$ cat src/rtl/mmio_ctrl_pkg.sv
// Shared constants for the MMIO controller: window base, register offsets, status bits.
package mmio_ctrl_pkg;

  localparam logic [31:0] BASE_ADDR_DEF = 32'h8000_0000;

  localparam logic [7:0] OFF_STATUS  = 8'h00;
  localparam logic [7:0] OFF_RX      = 8'h04;
  localparam logic [7:0] OFF_TX      = 8'h08;
  localparam logic [7:0] OFF_IRQ_EN  = 8'h0C;
  localparam logic [7:0] OFF_CYC     = 8'h10;
  localparam logic [7:0] OFF_INST    = 8'h14;
  localparam logic [7:0] OFF_CLR     = 8'h18;
  localparam logic [7:0] OFF_CYC_HI  = 8'h1C;
  localparam logic [7:0] OFF_INST_HI = 8'h20;

  localparam int ST_TX_READY = 0;
  localparam int ST_RX_VALID = 1;
  localparam int ST_TX_OVF   = 2;

  function automatic logic in_window(input logic [31:0] addr, input logic [31:0] base);
    return addr[31:8] == base[31:8];
  endfunction

endpackage

$ cat src/rtl/mmio_ctrl_if.sv
// Core data-port bus into the MMIO window; rdata is registered by the slave.
interface mmio_ctrl_if;
  logic [31:0] req_addr;
  logic        req_re;
  logic        req_we;
  logic [31:0] req_wdata;
  logic [31:0] rdata;

  modport master (output req_addr, req_re, req_we, req_wdata, input rdata);
  modport slave  (input req_addr, req_re, req_we, req_wdata, output rdata);
endinterface

$ cat src/rtl/mmio_ctrl_fifo.sv
// First-word-fall-through synchronous FIFO; push on full is accepted only when a pop frees a slot.
module sync_fifo #(
  parameter int WIDTH = 8,
  parameter int DEPTH = 8
) (
  input  logic             clk,
  input  logic             rst,
  input  logic             push,
  input  logic             pop,
  input  logic [WIDTH-1:0] din,
  output logic             full,
  output logic             empty,
  output logic [WIDTH-1:0] head
);
  localparam int AW = $clog2(DEPTH);

  logic [WIDTH-1:0] mem [DEPTH];
  logic [AW-1:0]    wr_ptr;
  logic [AW-1:0]    rd_ptr;
  logic [AW:0]      count;
  logic             do_push;
  logic             do_pop;

  assign full    = count == (AW+1)'(DEPTH);
  assign empty   = count == '0;
  assign do_pop  = pop && !empty;
  assign do_push = push && (!full || do_pop);
  assign head    = mem[rd_ptr];

  always_ff @(posedge clk) begin
    if (!rst) begin
      wr_ptr <= '0;
      rd_ptr <= '0;
      count  <= '0;
    end else begin
      if (do_push) wr_ptr <= wr_ptr + 1'b1;
      if (do_pop)  rd_ptr <= rd_ptr + 1'b1;
      case ({do_push, do_pop})
        2'b10:   count <= count + 1'b1;
        2'b01:   count <= count - 1'b1;
        default: count <= count;
      endcase
    end
  end

  // Storage is not reset; the pointers alone define what is valid.
  always_ff @(posedge clk) begin
    if (do_push) mem[wr_ptr] <= din;
  end
endmodule

$ cat src/rtl/mmio_ctrl.sv
// MMIO controller: window decode, UART RX/TX FIFOs, cycle/instret counters, registered read data.
// Optional MMIO_IRQ_EN adds the irq_en register at 0x0C and a registered irq output.
module mmio_ctrl
  import mmio_ctrl_pkg::*;
#(
  parameter int          RX_DEPTH  = 8,
  parameter int          TX_DEPTH  = 8,
  parameter int          CNT_WIDTH = 32,
  parameter logic [31:0] BASE_ADDR = BASE_ADDR_DEF
) (
  input  logic             clk,
  input  logic             rst,
  mmio_ctrl_if.slave       bus,
  input  logic             inst_retire,
  input  logic [7:0]       rx_data,
  input  logic             rx_valid,
  output logic             rx_ready,
  output logic [7:0]       tx_data,
  output logic             tx_valid,
  input  logic             tx_ready,
  output logic             irq
);
  logic [7:0]           off;
  logic                 rd;
  logic                 wr;
  logic                 rx_full, rx_empty, rx_pop;
  logic [7:0]           rx_head;
  logic                 tx_full, tx_empty, tx_push, tx_pop;
  logic                 tx_ovf;
  logic [CNT_WIDTH-1:0] cyc_cnt, inst_cnt;
  logic [63:0]          cyc64, inst64;
  logic [31:0]          status, rd_next;
  logic                 cnt_clr;
  logic                 unused_wdata;

  assign off     = bus.req_addr[7:0];
  assign wr      = bus.req_we && in_window(bus.req_addr, BASE_ADDR);
  // A simultaneous read+write is treated as a write only.
  assign rd      = bus.req_re && !bus.req_we && in_window(bus.req_addr, BASE_ADDR);
  assign rx_pop  = rd && off == OFF_RX;
  assign tx_push = wr && off == OFF_TX;
  assign tx_pop  = tx_valid && tx_ready;
  assign cnt_clr = wr && off == OFF_CLR;
  assign rx_ready = !rx_full;
  assign tx_valid = !tx_empty;
  assign cyc64   = 64'(cyc_cnt);
  assign inst64  = 64'(inst_cnt);
  assign unused_wdata = ^bus.req_wdata[31:8];

  sync_fifo #(.WIDTH(8), .DEPTH(RX_DEPTH)) u_rx_fifo (
    .clk(clk), .rst(rst), .push(rx_valid && rx_ready), .pop(rx_pop), .din(rx_data),
    .full(rx_full), .empty(rx_empty), .head(rx_head)
  );

  sync_fifo #(.WIDTH(8), .DEPTH(TX_DEPTH)) u_tx_fifo (
    .clk(clk), .rst(rst), .push(tx_push), .pop(tx_pop), .din(bus.req_wdata[7:0]),
    .full(tx_full), .empty(tx_empty), .head(tx_data)
  );

  always_comb begin
    status = '0;
    status[ST_TX_READY] = !tx_full;
    status[ST_RX_VALID] = !rx_empty;
    status[ST_TX_OVF]   = tx_ovf;
  end

`ifdef MMIO_IRQ_EN
  logic [1:0] irq_en;

  always_ff @(posedge clk) begin
    if (!rst) begin
      irq_en <= '0;
      irq    <= 1'b0;
    end else begin
      if (wr && off == OFF_IRQ_EN) irq_en <= bus.req_wdata[1:0];
      irq <= (irq_en[0] && !rx_empty) || (irq_en[1] && tx_empty);
    end
  end
`else
  assign irq = 1'b0;
`endif

  always_comb begin
    rd_next = '0;
    if (rd) begin
      case (off)
        OFF_STATUS:  rd_next = status;
        OFF_RX:      rd_next = rx_empty ? 32'h0 : {24'h0, rx_head};
        OFF_CYC:     rd_next = cyc64[31:0];
        OFF_INST:    rd_next = inst64[31:0];
        OFF_CYC_HI:  if (CNT_WIDTH == 64) rd_next = cyc64[63:32];
        OFF_INST_HI: if (CNT_WIDTH == 64) rd_next = inst64[63:32];
`ifdef MMIO_IRQ_EN
        OFF_IRQ_EN:  rd_next = {30'h0, irq_en};
`endif
        default:     rd_next = '0;
      endcase
    end
  end

  always_ff @(posedge clk) begin
    if (!rst) begin
      cyc_cnt   <= '0;
      inst_cnt  <= '0;
      tx_ovf    <= 1'b0;
      bus.rdata <= '0;
    end else begin
      // Clear takes priority over the increment in the same cycle.
      if (cnt_clr) begin
        cyc_cnt  <= '0;
        inst_cnt <= '0;
      end else begin
        cyc_cnt <= cyc_cnt + 1'b1;
        if (inst_retire) inst_cnt <= inst_cnt + 1'b1;
      end
      if (tx_push && tx_full && !tx_pop) tx_ovf <= 1'b1;
      else if (rd && off == OFF_STATUS)  tx_ovf <= 1'b0;
      bus.rdata <= rd_next;
    end
  end
endmodule
$ cat src/flat_wrapper.sv
// flat-port wrapper written by rule: the top's interface ports become plain ports
module mmio_ctrl_flat import mmio_ctrl_pkg::*;
#(
  parameter int          RX_DEPTH  = 8,
  parameter int          TX_DEPTH  = 8,
  parameter int          CNT_WIDTH = 32,
  parameter logic [31:0] BASE_ADDR = BASE_ADDR_DEF
)
  (clk, rst, inst_retire, rx_data, rx_valid, rx_ready, tx_data, tx_valid, tx_ready, irq, bus_req_addr, bus_req_re, bus_req_we, bus_req_wdata, bus_rdata);
  mmio_ctrl_if bus_i ();
  input  logic clk;
  input  logic rst;
  input  logic inst_retire;
  input  logic [7:0] rx_data;
  input  logic rx_valid;
  output logic rx_ready;
  output logic [7:0] tx_data;
  output logic tx_valid;
  input  logic tx_ready;
  output logic irq;
  input wire logic [$bits(bus_i.req_addr)-1:0] bus_req_addr;
  input wire logic [$bits(bus_i.req_re)-1:0] bus_req_re;
  input wire logic [$bits(bus_i.req_we)-1:0] bus_req_we;
  input wire logic [$bits(bus_i.req_wdata)-1:0] bus_req_wdata;
  output wire logic [$bits(bus_i.rdata)-1:0] bus_rdata;
  assign bus_i.req_addr = bus_req_addr;
  assign bus_i.req_re = bus_req_re;
  assign bus_i.req_we = bus_req_we;
  assign bus_i.req_wdata = bus_req_wdata;
  assign bus_rdata = bus_i.rdata;
  mmio_ctrl #(.RX_DEPTH(RX_DEPTH), .TX_DEPTH(TX_DEPTH), .CNT_WIDTH(CNT_WIDTH), .BASE_ADDR(BASE_ADDR)) u_core (.clk(clk), .rst(rst), .bus(bus_i), .inst_retire(inst_retire), .rx_data(rx_data), .rx_valid(rx_valid), .rx_ready(rx_ready), .tx_data(tx_data), .tx_valid(tx_valid), .tx_ready(tx_ready), .irq(irq));
endmodule
$ cat config.mk
export PLATFORM = sky130hd
export DESIGN_NAME = mmio_ctrl_flat
export DESIGN_NICKNAME = d
export VERILOG_FILES = /design/src/rtl/mmio_ctrl_pkg.sv /design/src/rtl/mmio_ctrl_if.sv /design/src/rtl/mmio_ctrl_fifo.sv /design/src/rtl/mmio_ctrl.sv /design/src/flat_wrapper.sv
export SDC_FILE = /design/constraint.sdc
export NUM_CORES = 1
export LEC_CHECK = 0
export CORE_UTILIZATION = 30
export DETAILED_ROUTE_END_ITERATION = 7
export SLEW_MARGIN = 20
export SYNTH_ARGS = -nofsm -noshare
export SYNTH_HDL_FRONTEND = slang
export SYNTH_SLANG_ARGS = --single-unit
$ cat constraint.sdc
create_clock -name clk -period 3.6 [get_ports clk]
set_clock_uncertainty 0.2 [all_clocks]
set_input_delay 0.54 -clock clk [delete_from_list [all_inputs] [get_ports clk]]
set_output_delay 0.54 -clock clk [all_outputs]
set_load 0.02 [all_outputs]
## Yosys cells after proc, flatten, opt, wreduce, memory -nomap -nowiden

Memories as Yosys holds them, arrays and structs flattened. A register that Yosys moved wholly into a read port is not among the register bits.
Cells that the tools add are included.

- Register bits after elaboration: 117
- RAM bits: 128
- Output and inout port bits: 43
- Word-level logic and storage cells: 80
- Memories kept: 2

- Add/sub/neg operators: 10
- Equality and inequality tests: 12
- Muxes and demuxes: 14
- Bitwise operators: 1
- Reductions and logical operators: 31

Memory list:

| name | depth | width | read ports | clocked after Yosys merged registers in | write ports | RTL line | source |
|---|---|---|---|---|---|---|---|
| u_core.u_rx_fifo.mem | 8 | 8 | 1 | 1 | 1 | mmio_ctrl_fifo.sv:17 | `logic [WIDTH-1:0] mem [DEPTH];` |
| u_core.u_tx_fifo.mem | 8 | 8 | 1 | 1 | 1 | mmio_ctrl_fifo.sv:17 |  |

Operators with widths:

| cell | count |
|---|---|
| $pmux 32 s4 | 1 |
| $add 32x1->32 const B | 2 |
| $eq 24x24->1 const B | 1 |
| $eq 8x5->1 const B | 3 |
| $pmux 4 s2 | 2 |
| $logic_and 1x1->1 | 15 |
| $add 3x1->3 const B | 4 |
| $mux 3 | 4 |
| $add 4x1->4 const B | 2 |
| $eq 4x4->1 const B | 2 |
| $eq 8x3->1 const B | 1 |
| $eq 8x4->1 const B | 1 |
| $logic_not 4->1 | 2 |
| $logic_not 8->1 | 1 |
| $mux 8 | 1 |
| $sub 4x1->4 const B | 2 |
| $logic_not 1->1 | 6 |
| $mux 1 | 6 |
| $reduce_bool 2->1 | 3 |
| $eq 2x1->1 const B | 2 |
| $eq 2x2->1 const B | 2 |
| $logic_or 1x1->1 | 2 |
| $reduce_and 2->1 | 1 |
| $reduce_or 2->1 | 1 |
| $not 1->1 | 1 |

## Longest topological paths before layout

- Depth in word-level cells: 9
- Gate-level depth with buffers: 11
- Mapped depth without buffers: 11

## By module

Synthesis repeated with hierarchy kept, for this count alone.

- Cells, all modules: 846
- Area, all modules: 10,701.5 sq um

Modules (own cells, without submodules):

| module | times used | cells an instance | area an instance (sq um) |
|---|---|---|---|
| sync_fifo | 2 | 176 | 3,204.3 |
| mmio_ctrl | 1 | 494 | 4,292.9 |

## Least setup slack after synthesis

OpenSTA, ideal clock, no wires.

- Path type: input -> register
- Start: input bus_req_addr[27]
- End: register u_core.u_tx_fifo.count[3]
- Arrival time: 2.887 ns
- Slack: 0.442 ns
- Stages: 11
- Buffers on the path: 0
- Cells stage by stage: nor4b_1 nand4_1 or3_1 o21ai_0 inv_1 ha_1 a21o_1 a21oi_1 nor3_1 mux2i_1 mux2i_1

- Longest elaborated chain between the ends: 6
- Elaborated cells on any way between the ends: 8

RTL lines:

| element | RTL line | source |
|---|---|---|
| start: declaration | flat_wrapper.sv:21 | `input wire logic [$bits(bus_i.req_addr)-1:0] bus_req_addr;` |
| $eq 24x24->1 * | mmio_ctrl_pkg.sv:21 | `return addr[31:8] == base[31:8];` |
| $logic_and 1x1->1 * | mmio_ctrl.sv:37 | `assign wr = bus.req_we && in_window(bus.req_addr, BASE_ADDR);` |
| $logic_and 1x1->1 * | mmio_ctrl.sv:41 | `assign tx_push = wr && off == OFF_TX;` |
| $logic_and 1x1->1 * | mmio_ctrl_fifo.sv:27 | `assign do_push = push && (!full \|\| do_pop);` |
| $eq 2x1->1 / $eq 2x2->1 (equally long branches) | mmio_ctrl_fifo.sv:38 | `case ({do_push, do_pop})` |
| $pmux 4 s2 / $reduce_bool 2->1 (equally long branches) | -- |  |
| end signal: assignment | mmio_ctrl_fifo.sv:39 | `2'b10: count <= count + 1'b1;` |
| end signal: assignment | mmio_ctrl_fifo.sv:40 | `2'b01: count <= count - 1'b1;` |
| end signal: assignment | mmio_ctrl_fifo.sv:41 | `default: count <= count;` |
| end: declaration | mmio_ctrl_fifo.sv:20 | `logic [AW:0] count;` |

Every way passes the cells marked *; elsewhere a longest branch is shown, timed or not.
A chain may end at the register's enable or synchronous reset.

==> impl_metrics.toml <==
[grt]
use_met1_pct = 17.8
grt_pass1_vias = 6884
grt_overflow = 0
antenna_found_initial = 1
grt.total_usage_pct = 13.2
grt_pass1_wl_mm = 37.0
grt-busiest-layer = "met2"
use_met2_pct = 21.6
grt_max_degree = 33
use_met3_pct = 2.36

[logic_synthesis]
synth-edff-count = 128
ys_seq_area_share_pct = 61.4
synth_cell_types = 45
async_flop_share_pct = 0
synth-main-ff-cell = "edfxtp_1"
syn_area_mm2 = 0.0103
syn_avg_cell_area_um2 = 12.5
yosysTopAreaCell = "edfxtp_1"
synth_area_leaders = "edfxtp_1 37%, dfxtp_1 24%, mux4_2 7.0%"
syn_nets = 910
synth_top_area_share_pct = 37.4
synth_warnings = 0
netlist_top_cells_count = "128 x edfxtp_1, 123 x dfxtp_1, 119 x nor2_1, 45 x nand2_1, 45 x xnor2_1"
yosysMostFrequentCell = "edfxtp_1"
synthCells = 819
synth_seq_cells = 251

[placed_design]
numPortBuffers = 96
place_worst_setup_slack_ns = -0.0479
placedInstanceArea_mm2 = 0.0120
gp_congestion = 0.761
dp_hpwl_mm = 15.4

[clock_tree]
clk_path_buf_depth = 3
clock_latency_ns = 0.54
cts-htree-levels = 1
cts_buffers = 28
cts_sinks = 251
cts_setup_buffers = 0
postCtsResizedCells = 0
ctsHoldBuffers = 0
path_clk_slew_ns = 0.06
root_buffer = "clkbuf_16"
cts_tree = "done"

[worst_setup_path]
cp.required_ns = 2.86
crit_type = "reg2out"
cp-start-kind = "flip-flop"
reg2reg_depth = 10
crit_fanout = 16
critPathArrivalTime_ns = 2.54
regToRegSetupSlack_ns = 0.82
crit_path_end_kind = "primary output"

[timing]
relSlewSlack_pct = 45.8
grt_setup_unrepaired = "false"
setup_ws_ns = 0.317
fmax_mhz = 305
period_share_pct = 91.2
setup_viol = 0
fin_crit_ns = 3.28
slew_violations = 0
worst_slew_pin_slew_ns = 0.812
finalHoldViolCount = 0

[routing]
via_per_inst = 4.78
dr_total_vias = 6770
route.detailed.drc = 0
wl_per_cell_um = 16.2
first_iter_violations = 493
firstDrtPassIters = 6
drt-total-wl_mm = 22.9
antenna_left = 0

[floorplan]
die_area_mm2 = 0.0350
ioPinCount = 122
die_x_um = 187
initial_utilization_pct = 30.6
die_h_um = 187
coreArea_mm2 = 0.0336
num_rows = 67

[cells_and_area]
seqCellArea_mm2 = 0.00631
fillCellCount = 3184
multi_input_area_mm2 = 0.00375
area_growth_pct = 25.2
drive_above_1_share_pct = 15.0
nNetsFinal = 1036
finalInstanceArea_mm2 = 0.0129
fin_util_pct = 38.3

[status]
outcome = "completed"

[job]
max_cap_viol_count = 0

[pwr]
power_density_mw_per_mm2 = 464
leakage_nw = 4.10
peakVddDrop_v = 0.000356

[min_path]
hold_path.class = "reg2reg"
hold_depth = 2
[report_power, final]
part           internal [mW]  switching [mW]
combinational         0.0925          0.0883
sequential              3.03          0.0177
clock                   1.58            1.16
[critical path, stage by stage, from the launching register on]
cell	delay (ns)
dfxtp_1	0.31
buf_4	0.31
mux4_2	0.55
mux2_2	0.30
clkdlybuf4s50_1	0.55
[path summary, 6_finish.rpt]
check | end | startpoint
setup / recovery | tx_data[0] | flip-flop
hold / removal | u_core.u_tx_fifo.count[3] | u_core.u_tx_fifo.count[3]
setup reg to reg | u_core.u_tx_fifo.count[3] | u_core.u_tx_fifo.count[0]
hold reg to reg | u_core.u_tx_fifo.count[3] | u_core.u_tx_fifo.count[3]
[per-stage QoR]
step                std cells  hold slack [ns]  power [mW]  setup TNS, ns
global placement         1363            0.254        3.28        -0.0445
finish                   1416            0.276        5.97              0
detailed placement       1363            0.273        3.29        -0.0804
global route             1416            0.317        6.20              0
CTS                      1415            0.282        6.05              0
floorplan                 819            0.236        3.17              0
[cell usage in the layout, fill, tap and decap left out, types with 19 or more instances in the layout]
| cell | count |
|---|---|
| dfxtp_1 | 123 |
| nor3_1 | 22 |
| clkdlybuf4s50_1 | 96 |
| nand4_1 | 19 |
| mux4_2 | 32 |
| xnor2_1 | 45 |
| clkbuf_16 | 29 |
| nor2_1 | 118 |
| a22oi_1 | 24 |
| buf_4 | 40 |
| xor2_1 | 23 |
| nand2_1 | 45 |
| edfxtp_1 | 128 |
| nor4_1 | 25 |
| nand3_1 | 26 |
[sequential cells by signal, summed over array words and instances, names as in the netlist, named ones only]
register	flops
u_core.u_rx_fifo.mem	64
u_core.u_rx_fifo.rd_ptr	3
u_core.inst_cnt	32
u_core.u_tx_fifo.wr_ptr	3
u_core.cyc_cnt	32
u_core.u_tx_fifo.mem	64
u_core.bus.rdata	32
u_core.u_tx_fifo.count	4
u_core.tx_ovf	1
u_core.u_rx_fifo.count	4
u_core.u_rx_fifo.wr_ptr	3
u_core.u_tx_fifo.rd_ptr	3
[cell type report]
cell class                 instances  area share [%]
antenna                            1          0.0194
clock buffer                      34            5.94
clock inverter                    18            1.00
inverter                          14           0.408
multi-input combinational        512            29.1
sequential                       251            49.0
tap                              448            4.36
timing repair buffer             138            10.1
[kinds of logic (layout without fill, tap and decap cells)]
group	after synthesis	count (layout)	synth area share, %
AOI/OAI and AO/OA	61	61	4.21
xor gates and xnor gates	68	68	5.80
adders and majority gates	12	12	1.53
buffers and inverters	56	204	2.22
DFF	251	251	61.4
muxes	58	58	9.74
other	1	2	0.0365
and+or+nand+nor	312	312	15.1
[metal layers]
| metal | part of all wire (%) | wire [µm] |
|---|---|---|
| met5 | 0 | 0 |
| met4 | 2.1 | 478 |
| met3 | 5.2 | 1200 |
| met2 | 46 | 10600 |
| met1 | 46 | 10600 |
(Power assumes the default switching activity.)
